--- src/rtl/div_pkg.sv ---
// Shared types and helpers for the sequential divider.
package div_pkg;

  typedef enum logic [1:0] {IDLE, CALC, FIX} div_state_t;

  // Widest operand the helper below supports.
  localparam int unsigned MaxWidth = 64;

  // Two's-complement negate when neg is set; callers size-cast the result down to their width.
  function automatic logic [MaxWidth-1:0] cond_neg(input logic [MaxWidth-1:0] v,
                                                  input logic                neg);
    return neg ? (~v + 64'd1) : v;
  endfunction

endpackage

--- src/rtl/div_step.sv ---
// One restoring-division iteration: shift in a dividend bit, trial-subtract, keep or restore.
module div_step #(
  parameter int unsigned WIDTH = 8
) (
  input  logic [WIDTH-1:0] rem_in,
  input  logic             bit_in,
  input  logic [WIDTH-1:0] divisor,
  output logic [WIDTH-1:0] rem_out,
  output logic             q_bit
);

  logic [WIDTH:0] partial;
  logic [WIDTH:0] trial;

  // rem_in < divisor keeps partial < 2*divisor, so bit WIDTH of trial is a clean sign bit.
  always_comb begin
    partial = {rem_in, bit_in};
    trial   = partial - {1'b0, divisor};
    q_bit   = ~trial[WIDTH];
    rem_out = q_bit ? trial[WIDTH-1:0] : partial[WIDTH-1:0];
  end

endmodule

--- src/rtl/div_sequencer.sv ---
// Multi-cycle restoring divider: one quotient bit per clock, sign fix-up and div-by-zero
// handling in a final cycle, results held until the next accepted start.
module div_sequencer
  import div_pkg::*;
#(
  parameter int unsigned WIDTH = 8
) (
  input  logic             clk,
  input  logic             arst,
  input  logic             start,
  input  logic             is_signed,
  input  logic [WIDTH-1:0] dividend,
  input  logic [WIDTH-1:0] divisor,
  output logic             busy,
  output logic             done,
  output logic [WIDTH-1:0] quotient,
  output logic [WIDTH-1:0] remainder,
  output logic             div0
);

  localparam int unsigned CntW = $clog2(WIDTH + 1);

  div_state_t       state_q;
  logic [CntW-1:0]  cnt_q;
  logic [WIDTH-1:0] rem_q;
  logic [WIDTH-1:0] dvd_q;
  logic [WIDTH-1:0] dsr_q;
  logic [WIDTH-1:0] orig_q;
  logic             qneg_q;
  logic             rneg_q;
  logic             zero_q;

  logic             neg_a;
  logic             neg_b;
  logic [WIDTH-1:0] abs_a;
  logic [WIDTH-1:0] abs_b;
  logic [WIDTH-1:0] fix_q;
  logic [WIDTH-1:0] fix_r;
  logic [WIDTH-1:0] step_rem;
  logic             step_q;

  // Most-negative input maps onto itself, which is the correct magnitude read as unsigned.
  always_comb begin
    neg_a = is_signed & dividend[WIDTH-1];
    neg_b = is_signed & divisor[WIDTH-1];
    abs_a = WIDTH'(cond_neg(MaxWidth'(dividend), neg_a));
    abs_b = WIDTH'(cond_neg(MaxWidth'(divisor), neg_b));
    fix_q = WIDTH'(cond_neg(MaxWidth'(dvd_q), qneg_q));
    fix_r = WIDTH'(cond_neg(MaxWidth'(rem_q), rneg_q));
  end

  div_step #(
    .WIDTH(WIDTH)
  ) u_step (
    .rem_in (rem_q),
    .bit_in (dvd_q[WIDTH-1]),
    .divisor(dsr_q),
    .rem_out(step_rem),
    .q_bit  (step_q)
  );

  always_ff @(posedge clk or posedge arst) begin
    if (arst) begin
      state_q   <= IDLE;
      cnt_q     <= '0;
      rem_q     <= '0;
      dvd_q     <= '0;
      dsr_q     <= '0;
      orig_q    <= '0;
      qneg_q    <= 1'b0;
      rneg_q    <= 1'b0;
      zero_q    <= 1'b0;
      busy      <= 1'b0;
      done      <= 1'b0;
      quotient  <= '0;
      remainder <= '0;
      div0      <= 1'b0;
    end else begin
      done <= 1'b0;
      case (state_q)
        IDLE: begin
          if (start) begin
            dvd_q  <= abs_a;
            dsr_q  <= abs_b;
            orig_q <= dividend;
            rem_q  <= '0;
            cnt_q  <= CntW'(WIDTH);
            qneg_q <= neg_a ^ neg_b;
            rneg_q <= neg_a;
            busy   <= 1'b1;
            if (divisor == '0) begin
              zero_q  <= 1'b1;
              state_q <= FIX;
            end else begin
              zero_q  <= 1'b0;
              state_q <= CALC;
            end
          end
        end
        CALC: begin
          // Quotient bits shift into the dividend register as dividend bits shift out.
          rem_q <= step_rem;
          dvd_q <= {dvd_q[WIDTH-2:0], step_q};
          cnt_q <= cnt_q - CntW'(1);
          if (cnt_q == CntW'(1)) begin
            state_q <= FIX;
          end
        end
        FIX: begin
          done    <= 1'b1;
          busy    <= 1'b0;
          state_q <= IDLE;
          if (zero_q) begin
            quotient  <= '1;
            remainder <= orig_q;
            div0      <= 1'b1;
          end else begin
            quotient  <= fix_q;
            remainder <= fix_r;
            div0      <= 1'b0;
          end
        end
        default: state_q <= IDLE;
      endcase
    end
  end

endmodule

--- config.mk ---
export PLATFORM = sky130hd
export DESIGN_NAME = div_sequencer
export DESIGN_NICKNAME = d
export VERILOG_FILES = /design/src/rtl/div_pkg.sv /design/src/rtl/div_step.sv /design/src/rtl/div_sequencer.sv
export SDC_FILE = /design/constraint.sdc
export NUM_CORES = 1
export LEC_CHECK = 0
export CAP_MARGIN = 20
export CORE_ASPECT_RATIO = 0.6
export CORE_MARGIN = 2
export CORE_UTILIZATION = 35
export CTS_CLUSTER_DIAMETER = 30
export DETAILED_ROUTE_END_ITERATION = 7
export SLEW_MARGIN = 20
export SYNTH_ARGS = -nofsm -noshare
export SYNTH_HDL_FRONTEND = slang
export SYNTH_SLANG_ARGS = --single-unit
--- constraint.sdc ---
create_clock -name clk -period 2.89 [get_ports clk]
set_input_delay 0.289 -clock clk [delete_from_list [all_inputs] [get_ports clk]]
set_output_delay 0.289 -clock clk [all_outputs]
set_load 0.005 [all_outputs]
==> reports/summary.log, run 1 <==
qor: run_status.outcome finished, final reports clean
qor: synth.ys_seq_elements 60
qor: setup_path.crit-reg2reg-launch dvd_q[7]$_DFFE_PP0P_
qor: timing.final.period_utilization 0.891
qor: global_route.track_usage 0.163
qor: global_route.vias_in_the_first_global_route 2,658
qor: cts.htree_levels 3
qor: layout.post_route_cells_drive_above_1_share 0.0634
qor: setup_path.crit_type reg -> reg
qor: timing.maxSlewHeadroom 0.497
qor: synth.post_synth_instance_area 3460 sq um
qor: synth.syn_inst 388
qor: layout.mostFrequentLayoutCells dfrtp_1 (60), nand2_1 (56), clkdlybuf4s50_1 (38)
qor: cts.clock_buffers_created_by_tritoncts 9
qor: layout.mostFrequentLayoutCell dfrtp_1
qor: synth.share_of_the_yosys_chip_area_belonging_to_registers 0.433
qor: placement.place_hpwl 6110 microns
qor: cts.clock_tree_from_tritoncts yes
qor: layout.final_net_count 457
qor: synth.yosysWarningCount 0
qor: drt.avgViaCountPerCell 5.02
qor: synth.synth_edf_count 0
qor: timing.final_period_minus_worst_setup_slack 2.58 ns
qor: timing.worst_clock_skew_on_the_final_layout 0.00639 ns
qor: die.core_area 9740 sq um
qor: setup_path.critical_r2r_capture rem_q[4]$_DFFE_PP0P_
qor: synth.synth.distinct_cells 45
qor: setup_path.crit_path_max_fanout 11
qor: drt.firstDrtPassIters 4
qor: setup_path.worstRegToRegCells 10
qor: cts.cts_resized 0
qor: timing.worstMarginPinSlew 0.752 ns
qor: setup_path.worst-endpoint-arrival 2.77 ns
qor: drt.finalWirelength 8220 microns
qor: global_route.grt_max_degree 58
qor: cts.cts.hold.buffers_added 0
qor: cts.cts.reportedPaths.clkPinSlew 0.05 ns
qor: die.pin_count 39
qor: power.vdd_drop_max 0.419 mV
qor: cts.post-cts-setup-buffer-count 0
qor: timing.finalMaxSlewViolations 0
qor: cts.clock_path_buffers 2
qor: global_route.gr-total-overflow 0
qor: layout.flow.area_growth_from_synthesis 23.7%
qor: synth.synth_fp_nets 423
qor: drt.antenna_violating_nets_post_route 0
qor: die.start_util 0.356
qor: power.cellLeakagePower 0.00189 uW
qor: timing.final.hold.worst_slack 0.155 ns
qor: cts.cts_root_buffer clkbuf_16
qor: timing.rsz0062_at_grt false
qor: timing.fmax 388 MHz
qor: run.max_cap_violations 0
qor: setup_path.worst_ep_required_time 3.08 ns
qor: synth.synth_top_flop_cell dfrtp_1
qor: timing.setup_tns 0 ns
qor: cts.cts.sinks 60
qor: drt.remaining_drc_errors 0
qor: cts.clk_latency 0.33 ns
qor: die.fp.dieH 81.1 microns
qor: drt.detail_route.wl_per_cell 14.6 microns
qor: timing.setup_viol_count_final 0
qor: power.power_density 1230 nW/um^2
qor: placement.port_buffers 38
qor: setup_path.startpoint_type flop
qor: placement.place_congestion 0.846
qor: die.floorplan.die.width 132 microns
qor: die.fp-row-count 28
qor: synth.syn_area_per_cell 8.93 sq um
qor: global_route.grt_antenna_before_repair 0
qor: synth.postSynth.asyncResetShare 1.00
qor: timing.finalHoldViolations 0
qor: layout.antenna_cells 0
qor: min_path.hold_path_class in -> async
qor: die.floorplan.die_area 10,700 sq um
qor: setup_path.critPathCaptureType flop
qor: setup_path.reg2reg_setup_slack 0.31 ns
qor: drt.drt_iter0_drc 183
qor: global_route.grt_pass1_wl 13,700 microns
qor: drt.vias 2,815
kinds of logic after synthesis:
kind of cell,synth area share
AO/OA/AOI/OAI,0.175
XOR/XNOR,0.0683
adder cells (fa/ha/maj),0.0563
buffers and inverters,0.0524
flip-flops,0.433
multiplexers,0.0462
AND/OR/NAND/NOR,0.169
cells in the mapped netlist, types with 2 or more instances:
cell	n	share of area
a31oi_1	2	0.0036
inv_1	26	0.028
o21ai_1	6	0.0087
o211ai_1	4	0.0087
dfrtp_1	60	0.43
nand2_1	56	0.061
a22oi_1	7	0.015
a21oi_2	2	0.0051
o21ai_0	35	0.051
a221o_1	2	0.0058
xor2_1	11	0.028
or4_1	3	0.0065
o41ai_1	2	0.0051
nor2b_1	5	0.0090
nor2_1	29	0.031
xnor2_1	16	0.040
ha_1	14	0.051
mux2i_1	16	0.046
nor3_1	8	0.012
nand2b_1	7	0.013
o31ai_1	4	0.0087
a211oi_1	3	0.0065
a21oi_1	17	0.025
nand3_1	15	0.022
clkbuf_1	17	0.018
nand3b_1	2	0.0043
worst max path at each step:
stage	start	endpoint	slack, ns
final	dvd_q[7]$_DFFE_PP0P_	rem_q[4]$_DFFE_PP0P_	0.31
after global routing	dvd_q[7]$_DFFE_PP0P_	rem_q[4]$_DFFE_PP0P_	0.18
after CTS	dvd_q[7]$_DFFE_PP0P_	rem_q[4]$_DFFE_PP0P_	0.36
after detailed placement	dvd_q[7]$_DFFE_PP0P_	rem_q[4]$_DFFE_PP0P_	0.40
after global placement	dvd_q[7]$_DFFE_PP0P_	rem_q[4]$_DFFE_PP0P_	0.51
after floorplan	dvd_q[7]$_DFFE_PP0P_	rem_q[1]$_DFFE_PP0P_	0.58
sequential cells by signal, indices dropped and copies added, names as in the netlist:
| register | cells |
|---|---|
| dsr_q | 8 |
| dvd_q | 8 |
| orig_q | 8 |
| quotient | 8 |
| rem_q | 8 |
| remainder | 8 |
| cnt_q | 4 |
| state_q | 2 |
| busy | 1 |
| div0 | 1 |
| done | 1 |
| qneg_q | 1 |
| rneg_q | 1 |
| zero_q | 1 |
through the flow:
stage	total power [uW]	instances	instance area [sq um]	setup WS (ns)	utilization
after floorplan	3400	388	3460	0.577	-
after global placement	4050	546	3980	0.506	0.409
after detailed placement	4150	546	3980	0.401	0.409
after CTS	5290	561	4290	0.362	0.440
after global routing	5690	561	4290	0.178	0.440
final	5260	561	4290	0.314	0.440
final cells by class:
| class | instances | area (sq um) |
|---|---|---|
| flip-flops and latches | 60 | 1500 |
| multi-input cells | 282 | 1780 |
| well taps | 135 | 169 |
| repair buffers | 43 | 430 |
| inverters | 26 | 97.6 |
| clock inverters | 5 | 77.6 |
| clock buffers | 10 | 229 |
| fillers | 998 | 5450 |
critical path, stage by stage, from the launching register on:
cell	delay, ns
dfrtp_1	0.41
inv_1	0.09
ha_1	0.18
inv_1	0.07
fa_1	0.44
a211oi_4	0.31
o211ai_2	0.13
a221oi_2	0.26
buf_4	0.24
mux2i_1	0.25
o21ai_1	0.08
power by group:
group          internal [uW]  leakage [uW]  switching (uW)
Sequential              1220      0.000753             363
Combinational           1190      0.000986            1370
Clock                    746      0.000148             368
Total                   3160       0.00189            2100
layer usage:
metal  GRT usage  part of all wire
met5           0                 0
met1       0.243              0.53
met2       0.226              0.39
met4      0.0527            0.0088
met3      0.0443             0.065
Note: power is estimated with default switching activity, not from simulation.
==> run 2: changes to the inputs <==
- CORE_UTILIZATION: 35 -> 56
- PLACE_DENSITY: default -> 0.8
==> run 2 against run 1 <==
Effect of this change:
- final area decreased by 4.4%
- sequential share of layout area increased by 1.6 points
- largest power group unchanged
- clock-buffer cell count unchanged
- maximum frequency increased by 0.96%
- first-iteration DRC count increased by 33%
- setup slack improved by 0.024 ns
- clock skew increased by 0.0028 ns
- register-to-register slack improved by 0.02 ns
==> reports/summary.log, run 2 (synthesis results as in run 1) <==
qor: die.start_util 0.572 [+0.216]
qor: global_route.track_usage 0.244 [+0.0811]
qor: power.power.sequential.fraction 0.329 [+0.028]
qor: layout.design_area 4100 sq um [-4.4%]
qor: cts.clk_latency 0.34 ns [about the same]
qor: layout.final_cell_count_no_fill 510 [-9.1%]
qor: timing.final.period_utilization 0.883 [-0.00844]
qor: timing.finalMaxSlewViolations 0 [unchanged]
qor: timing.worst_clock_skew_on_the_final_layout 0.00916 ns [+0.00277 ns]
qor: power.power.share.clock 0.146 [-0.066]
qor: setup_path.startpoint_type flop
qor: die.floorplan.die_area 6850 sq um [-36%]
qor: die.fp.dieH 64.9 microns [-20%]
qor: setup_path.worst_path_most_repeated_cell inv_1
qor: global_route.vias_in_the_first_global_route 2,632 [-0.98%]
qor: power.cellLeakagePower 0.00183 uW [-2.8%]
qor: timing.finalHoldViolations 0 [unchanged]
qor: cts.htree_levels 3 [unchanged]
qor: cts.cts.hold.buffers_added 0 [unchanged]
qor: run.max_cap_violations 0 [unchanged]
qor: cts.cts_resized 0 [unchanged]
qor: run_status.outcome finished, final reports clean
qor: placement.port_buffers 38 [unchanged]
qor: setup_path.crit_type reg -> reg
qor: timing.fmax 392 MHz [+0.96%]
qor: cts.cts_root_buffer clkbuf_8
qor: layout.flow.area_growth_from_synthesis 18.3%
qor: setup_path.worst-endpoint-arrival 2.74 ns [-0.03 ns]
qor: cts.cts.reportedPaths.clkPinSlew 0.07 ns [+0.02 ns]
qor: global_route.gr-total-overflow 0 [unchanged]
qor: power.share_comb_of_total_power 0.525 [+0.038]
qor: layout.antenna_cells 0 [unchanged]
qor: timing.setup_viol_count_final 0 [unchanged]
qor: placement.place_congestion 0.918 [+8.5%]
qor: min_path.hold_path_class in -> async
qor: drt.firstDrtPassIters 4 [unchanged]
qor: drt.vias 2,843 [+0.99%]
qor: setup_path.crit_path_cell_trace inv_1 > ha_1 > inv_1 > fa_1 > a211oi_4 > o211ai_2 > a221oi_2 > buf_4 > mux2i_1 > o21ai_1
qor: power.vdd_drop_max 0.613 mV [+46%]
qor: die.fp-row-count 22 [-21%]
qor: setup_path.crit_path_max_fanout 11 [unchanged]
qor: drt.avgViaCountPerCell 5.57 [+11%]
qor: timing.worstMarginPinSlew 0.709 ns [-0.0428 ns]
qor: setup_path.cpPeakStageDelay 0.43 ns [about the same]
qor: die.pin_count 39 [unchanged]
qor: drt.detail_route.wl_per_cell 15.1 microns [+3.0%]
qor: power.power_density 1180 nW/um^2 [-3.7%]
qor: placement.postPlaceCellArea 3920 sq um [-1.6%]
qor: setup_path.critical_r2r_capture rem_q[2]$_DFFE_PP0P_
qor: power.internal-power 2810 uW [-11%]
qor: timing.final.hold.worst_slack 0.339 ns [+0.184 ns]
qor: cts.cts.sinks 60 [unchanged]
qor: drt.antenna_violating_nets_post_route 0 [unchanged]
qor: setup_path.worst_ep_required_time 3.08 ns [about the same]
qor: setup_path.critPathCaptureType flop
qor: power.switching_share 0.421 [+0.0215]
qor: timing.rsz0062_at_grt false
qor: setup_path.crit-reg2reg-launch dvd_q[7]$_DFFE_PP0P_
qor: setup_path.worstRegToRegCells 10 [unchanged]
qor: setup_path.critPathSlowestCell fa_1
qor: global_route.grt_pass1_wl 12,900 microns [-5.7%]
qor: timing.setup_tns 0 ns [unchanged]
qor: layout.mostFrequentLayoutCells dfrtp_1 (60), nand2_1 (56), clkdlybuf4s50_1 (38)
qor: global_route.grt_max_degree 61 [+5.2%]
qor: timing.final_period_minus_worst_setup_slack 2.55 ns [-0.0244 ns]
qor: cts.clock_path_buffers 2 [unchanged]
qor: layout.mostFrequentLayoutCell dfrtp_1
qor: power.p_switching 2040 uW [-3.0%]
qor: placement.placed_cells_incl_taps 495 [-9.3%]
qor: die.core_area 6060 sq um [-38%]
qor: placement.place_hpwl 5820 microns [-4.8%]
qor: drt.finalWirelength 7690 microns [-6.4%]
qor: drt.drt_iter0_drc 243 [+33%]
qor: die.floorplan.die.width 106 microns [-20%]
qor: cts.clock_buffers_created_by_tritoncts 9 [unchanged]
qor: timing.maxSlewHeadroom 0.526 [+0.0286]
qor: setup_path.reg2reg_setup_slack 0.34 ns [+0.02 ns]
qor: cts.clock_tree_from_tritoncts yes
qor: cts.post-cts-setup-buffer-count 0 [unchanged]
qor: layout.final_net_count 457 [unchanged]
qor: layout.post_route_cells_drive_above_1_share 0.0634 [unchanged]
qor: global_route.grt_antenna_before_repair 0 [unchanged]
qor: drt.remaining_drc_errors 0 [unchanged]
-- run 2: cell count changes in the layout (fill, tap and decap cells not counted), sizes merged --
| cell | before | now |
|---|---|---|
| bufinv | 2 | 1 |
| clkinv | 2 | 4 |
| clkinvlp | 1 | 0 |
-- run 2: power groups by stage --
| stage | Combinational (uW) | Sequential, uW | Clock, uW |
|---|---|---|---|
| 6_report | 2540 | 1590 | 705 |
| 3_5_place_dp | 2530 | 1600 | 0 |
| 5_1_grt | 2830 | 1650 | 773 |
| 3_3_place_gp | 2430 | 1580 | 0 |
| 4_1_cts | 2540 | 1590 | 717 |
| 2_1_floorplan | 1920 | 1490 | 0 |
-- run 2: layout make-up --
cell class | instances | area (sq um)
multi-input cells | 282 | 1780
flip-flops and latches | 60 | 1500
repair buffers | 43 | 430
clock buffers | 10 | 128
clock inverters | 5 | 53.8
inverters | 26 | 97.6
well taps | 84 | 105
fillers | 504 | 1960
-- run 2: how the worst max path moves through the flow --
stage / start / end / slack (ns) / cells past startpoint
global placement: dvd_q[7]$_DFFE_PP0P_ / rem_q[2]$_DFFE_PP0P_ / 0.53 / 10
detailed placement: dvd_q[7]$_DFFE_PP0P_ / rem_q[1]$_DFFE_PP0P_ / 0.39 / 10
global route: dvd_q[7]$_DFFE_PP0P_ / rem_q[6]$_DFFE_PP0P_ / 0.23 / 10
floorplan: dvd_q[7]$_DFFE_PP0P_ / rem_q[1]$_DFFE_PP0P_ / 0.58 / 10
finish: dvd_q[7]$_DFFE_PP0P_ / rem_q[2]$_DFFE_PP0P_ / 0.34 / 10
CTS: dvd_q[7]$_DFFE_PP0P_ / rem_q[1]$_DFFE_PP0P_ / 0.37 / 10
-- run 2: critical path: cells and delay by family (launching register included) --
kind	cells	cell delay, ns
adder cells (fa/ha/maj)	2	0.60
AO/OA/AOI/OAI	4	0.77
buffers and inverters	3	0.40
multiplexers	1	0.22
flip-flops	1	0.42
-- run 2: metal layers --
layer,track usage,wire length (microns)
met5,0,0
met4,0.0559,56
met3,0.0755,542
met2,0.368,3310
met1,0.346,3790
-- run 2: metrics by stage --
step                power [uW]  setup slack [ns]  utilization
floorplan                 3400             0.577            -
global placement          4000             0.528        0.647
detailed placement        4130             0.390        0.647
CTS                       4840             0.373        0.677
global route              5250             0.228        0.677
finish                    4840             0.339        0.677
==> run 3: changes to the inputs <==
- CORE_MARGIN: 2 -> default
- CTS_CLUSTER_SIZE: default -> 14
- PLACE_DENSITY: 0.8 -> 0.92
==> run 3 against run 2 <==
Effect of this change:
- register-to-register slack got worse by 0.02 ns
- die area fell by 4.9%
- final area rose by 0.40%
- utilization rose by 3.8 points
- maximum frequency fell by 0.63%
- power rose by 1.9%
- combinational power barely moved
- worst hold slack improved by 0.041 ns
- wire length rose by 3.3%
- via count rose by 3.7%
- critical path type unchanged
==> reports/summary.log, run 3 (synthesis results as in run 1) <==
qor: run_status.outcome finished, final reports clean
qor: setup_path.critPathSlowestCell fa_1
qor: power.power.share.clock 0.155 [+0.009]
qor: min_path.hold_path_class in -> async
qor: cts.cts.reportedPaths.clkPinSlew 0.07 ns [about the same]
qor: placement.place_hpwl 5860 microns [+0.70%]
qor: die.start_util 0.602 [+0.0300]
qor: setup_path.worst-endpoint-arrival 2.77 ns [+0.03 ns]
qor: cts.htree_levels 3 [unchanged]
qor: power.power.sequential.fraction 0.324 [-0.005]
qor: layout.post-route-util 0.715 [+0.0383]
qor: timing.worstMarginPinSlew 0.852 ns [+0.143 ns]
qor: power.p_switching 2080 uW [+2.3%]
qor: drt.remaining_drc_errors 0 [unchanged]
qor: layout.post_route_cells_drive_above_1_share 0.0656 [+0.00219]
qor: setup_path.crit_path_max_fanout 11 [unchanged]
qor: setup_path.reg2reg_setup_slack 0.32 ns [-0.02 ns]
qor: placement.port_buffers 38 [unchanged]
qor: drt.drt_iter0_drc 226 [-7.0%]
qor: die.floorplan.die.width 104 microns [-1.9%]
qor: timing.fmax 389 MHz [-0.63%]
qor: cts.clock_buffers_created_by_tritoncts 9 [unchanged]
qor: layout.final_net_count 457 [unchanged]
qor: power.power_density 1200 nW/um^2 [+1.5%]
qor: setup_path.crit_type reg -> reg
qor: run.max_cap_violations 0 [unchanged]
qor: layout.mostFrequentLayoutCells dfrtp_1 (60), nand2_1 (56), clkdlybuf4s50_1 (38)
qor: setup_path.worst_path_most_repeated_cell inv_1
qor: drt.detail_route.wl_per_cell 15.7 microns [+3.9%]
qor: drt.firstDrtPassIters 6 [+2]
qor: cts.post-cts-setup-buffer-count 0 [unchanged]
qor: timing.finalMaxSlewViolations 0 [unchanged]
qor: cts.cts_resized 0 [unchanged]
qor: global_route.gr-total-overflow 0 [unchanged]
qor: power.share_comb_of_total_power 0.520 [-0.005]
qor: layout.final_cell_count_no_fill 507 [-0.59%]
qor: cts.cts.sinks 60 [unchanged]
qor: die.core_area 5750 sq um [-5.0%]
qor: layout.mostFrequentLayoutCell dfrtp_1
qor: timing.final.period_utilization 0.888 [+0.00562]
qor: setup_path.crit_path_cell_trace inv_1 > ha_1 > inv_1 > fa_1 > a211oi_4 > o211ai_2 > a221oi_2 > buf_4 > mux2i_1 > o21ai_1
qor: cts.cts_root_buffer clkbuf_8
qor: cts.clk_latency 0.34 ns [about the same]
qor: timing.setup_viol_count_final 0 [unchanged]
qor: global_route.grt_max_degree 33 [-46%]
qor: die.floorplan.die_area 6520 sq um [-4.9%]
qor: setup_path.critical_path.startpoint dvd_q[7]$_DFFE_PP0P_
qor: layout.flow.area_growth_from_synthesis 18.7%
qor: cts.clock_tree_from_tritoncts yes
qor: timing.finalHoldViolations 0 [unchanged]
qor: global_route.grt_pass1_wl 13,400 microns [+4.1%]
qor: setup_path.critical_r2r_capture rem_q[2]$_DFFE_PP0P_
qor: placement.place_congestion 0.897 [-2.2%]
qor: global_route.grt_antenna_before_repair 0 [unchanged]
qor: power.switching_share 0.422 [+0.00154]
qor: drt.avgViaCountPerCell 5.82 [+4.3%]
qor: drt.finalWirelength 7950 microns [+3.3%]
qor: cts.cts.hold.buffers_added 0 [unchanged]
qor: setup_path.cpPeakStageDelay 0.46 ns [+0.03 ns]
qor: timing.setup_tns 0 ns [unchanged]
qor: power.vdd_drop_max 0.618 mV [+0.72%]
qor: timing.final_period_minus_worst_setup_slack 2.57 ns [+0.0162 ns]
qor: setup_path.worstRegToRegCells 10 [unchanged]
qor: drt.antenna_violating_nets_post_route 0 [unchanged]
qor: setup_path.startpoint_type flop
qor: timing.rsz0062_at_grt false
qor: setup_path.crit-reg2reg-launch dvd_q[7]$_DFFE_PP0P_
qor: global_route.track_usage 0.266 [+0.0220]
qor: power.cellLeakagePower 0.00184 uW [+0.35%]
qor: die.fp-row-count 21 [-4.5%]
qor: die.fp.dieH 62.9 microns [-3.1%]
qor: drt.vias 2,949 [+3.7%]
qor: placement.placed_cells_incl_taps 491 [-0.81%]
qor: die.pin_count 39 [unchanged]
qor: setup_path.critPathCaptureType flop
qor: layout.antenna_cells 0 [unchanged]
qor: setup_path.worst_ep_required_time 3.09 ns [about the same]
qor: cts.clock_path_buffers 2 [unchanged]
qor: setup_path.critical_path.endpoint rem_q[2]$_DFFE_PP0P_
qor: global_route.vias_in_the_first_global_route 2,732 [+3.8%]
qor: timing.worst_clock_skew_on_the_final_layout 0.00810 ns [-0.00106 ns]
qor: timing.maxSlewHeadroom 0.432 [-0.0936]
qor: power.internal-power 2850 uW [+1.7%]
==> run 3: cell types whose count changed in the layout (fill, tap and decap cells not counted) <==
cell,delta
clkbuf_8,+2
clkinv_4,-1
clkinv_2,-1
clkinvlp_4,+1
==> run 3: area by class of cell <==
class / count / area [sq um]
sequential: 60 / 1500
clock inverter: 4 / 47.5
tap: 80 / 100
clock buffer: 12 / 155
inverter: 26 / 97.6
fill: 420 / 1640
multi-input combinational: 282 / 1780
timing repair buffer: 43 / 430
==> run 3: power groups by stage <==
stage / clock (uW) / combinational (uW) / sequential, uW
6_report: 766 / 2570 / 1600
3_3_place_gp: 0 / 2400 / 1570
5_1_grt: 816 / 2850 / 1660
3_5_place_dp: 0 / 2530 / 1600
4_1_cts: 780 / 2550 / 1590
2_1_floorplan: 0 / 1920 / 1490
==> run 3: worst min-delay path by stage <==
| stage | end | slack [ns] | depth (start not counted) |
|---|---|---|---|
| final | remainder[2]$_DFFE_PP0P_ | 0.38 | 2 |
| after CTS | remainder[2]$_DFFE_PP0P_ | 0.39 | 2 |
| after floorplan | orig_q[2]$_DFFE_PP0P_ | 0.39 | 2 |
| after global placement | quotient[0]$_DFFE_PP0P_ | 0.45 | 2 |
| after detailed placement | quotient[0]$_DFFE_PP0P_ | 0.46 | 2 |
| after global routing | remainder[2]$_DFFE_PP0P_ | 0.43 | 2 |
==> run 3: layer usage <==
layer	up-vias	track usage	part of all wire
met5	-	0	0
met4	0	0.0725	0.011
met3	14	0.0813	0.092
met2	149	0.392	0.43
met1	1379	0.378	0.47
li1	1407	-	-
==> run 3: worst max-delay path: cells and delay by family (launching register included) <==
family                     cells  cell delay (ns)
AOI/OAI and AO/OA              4             0.78
adders and majority gates      2             0.62
buffers and inverters          3             0.38
DFF                            1             0.41
muxes                          1             0.24
==> run 3: stage by stage <==
| stage | hold WS (ns) | setup slack [ns] | cell area, sq um | power [uW] |
|---|---|---|---|---|
| global route | 0.435 | 0.205 | 4110 | 5320 |
| floorplan | 0.394 | 0.577 | 3460 | 3400 |
| global placement | 0.451 | 0.527 | 3910 | 3970 |
| finish | 0.380 | 0.322 | 4110 | 4940 |
| detailed placement | 0.455 | 0.389 | 3910 | 4130 |
| CTS | 0.388 | 0.358 | 4110 | 4920 |
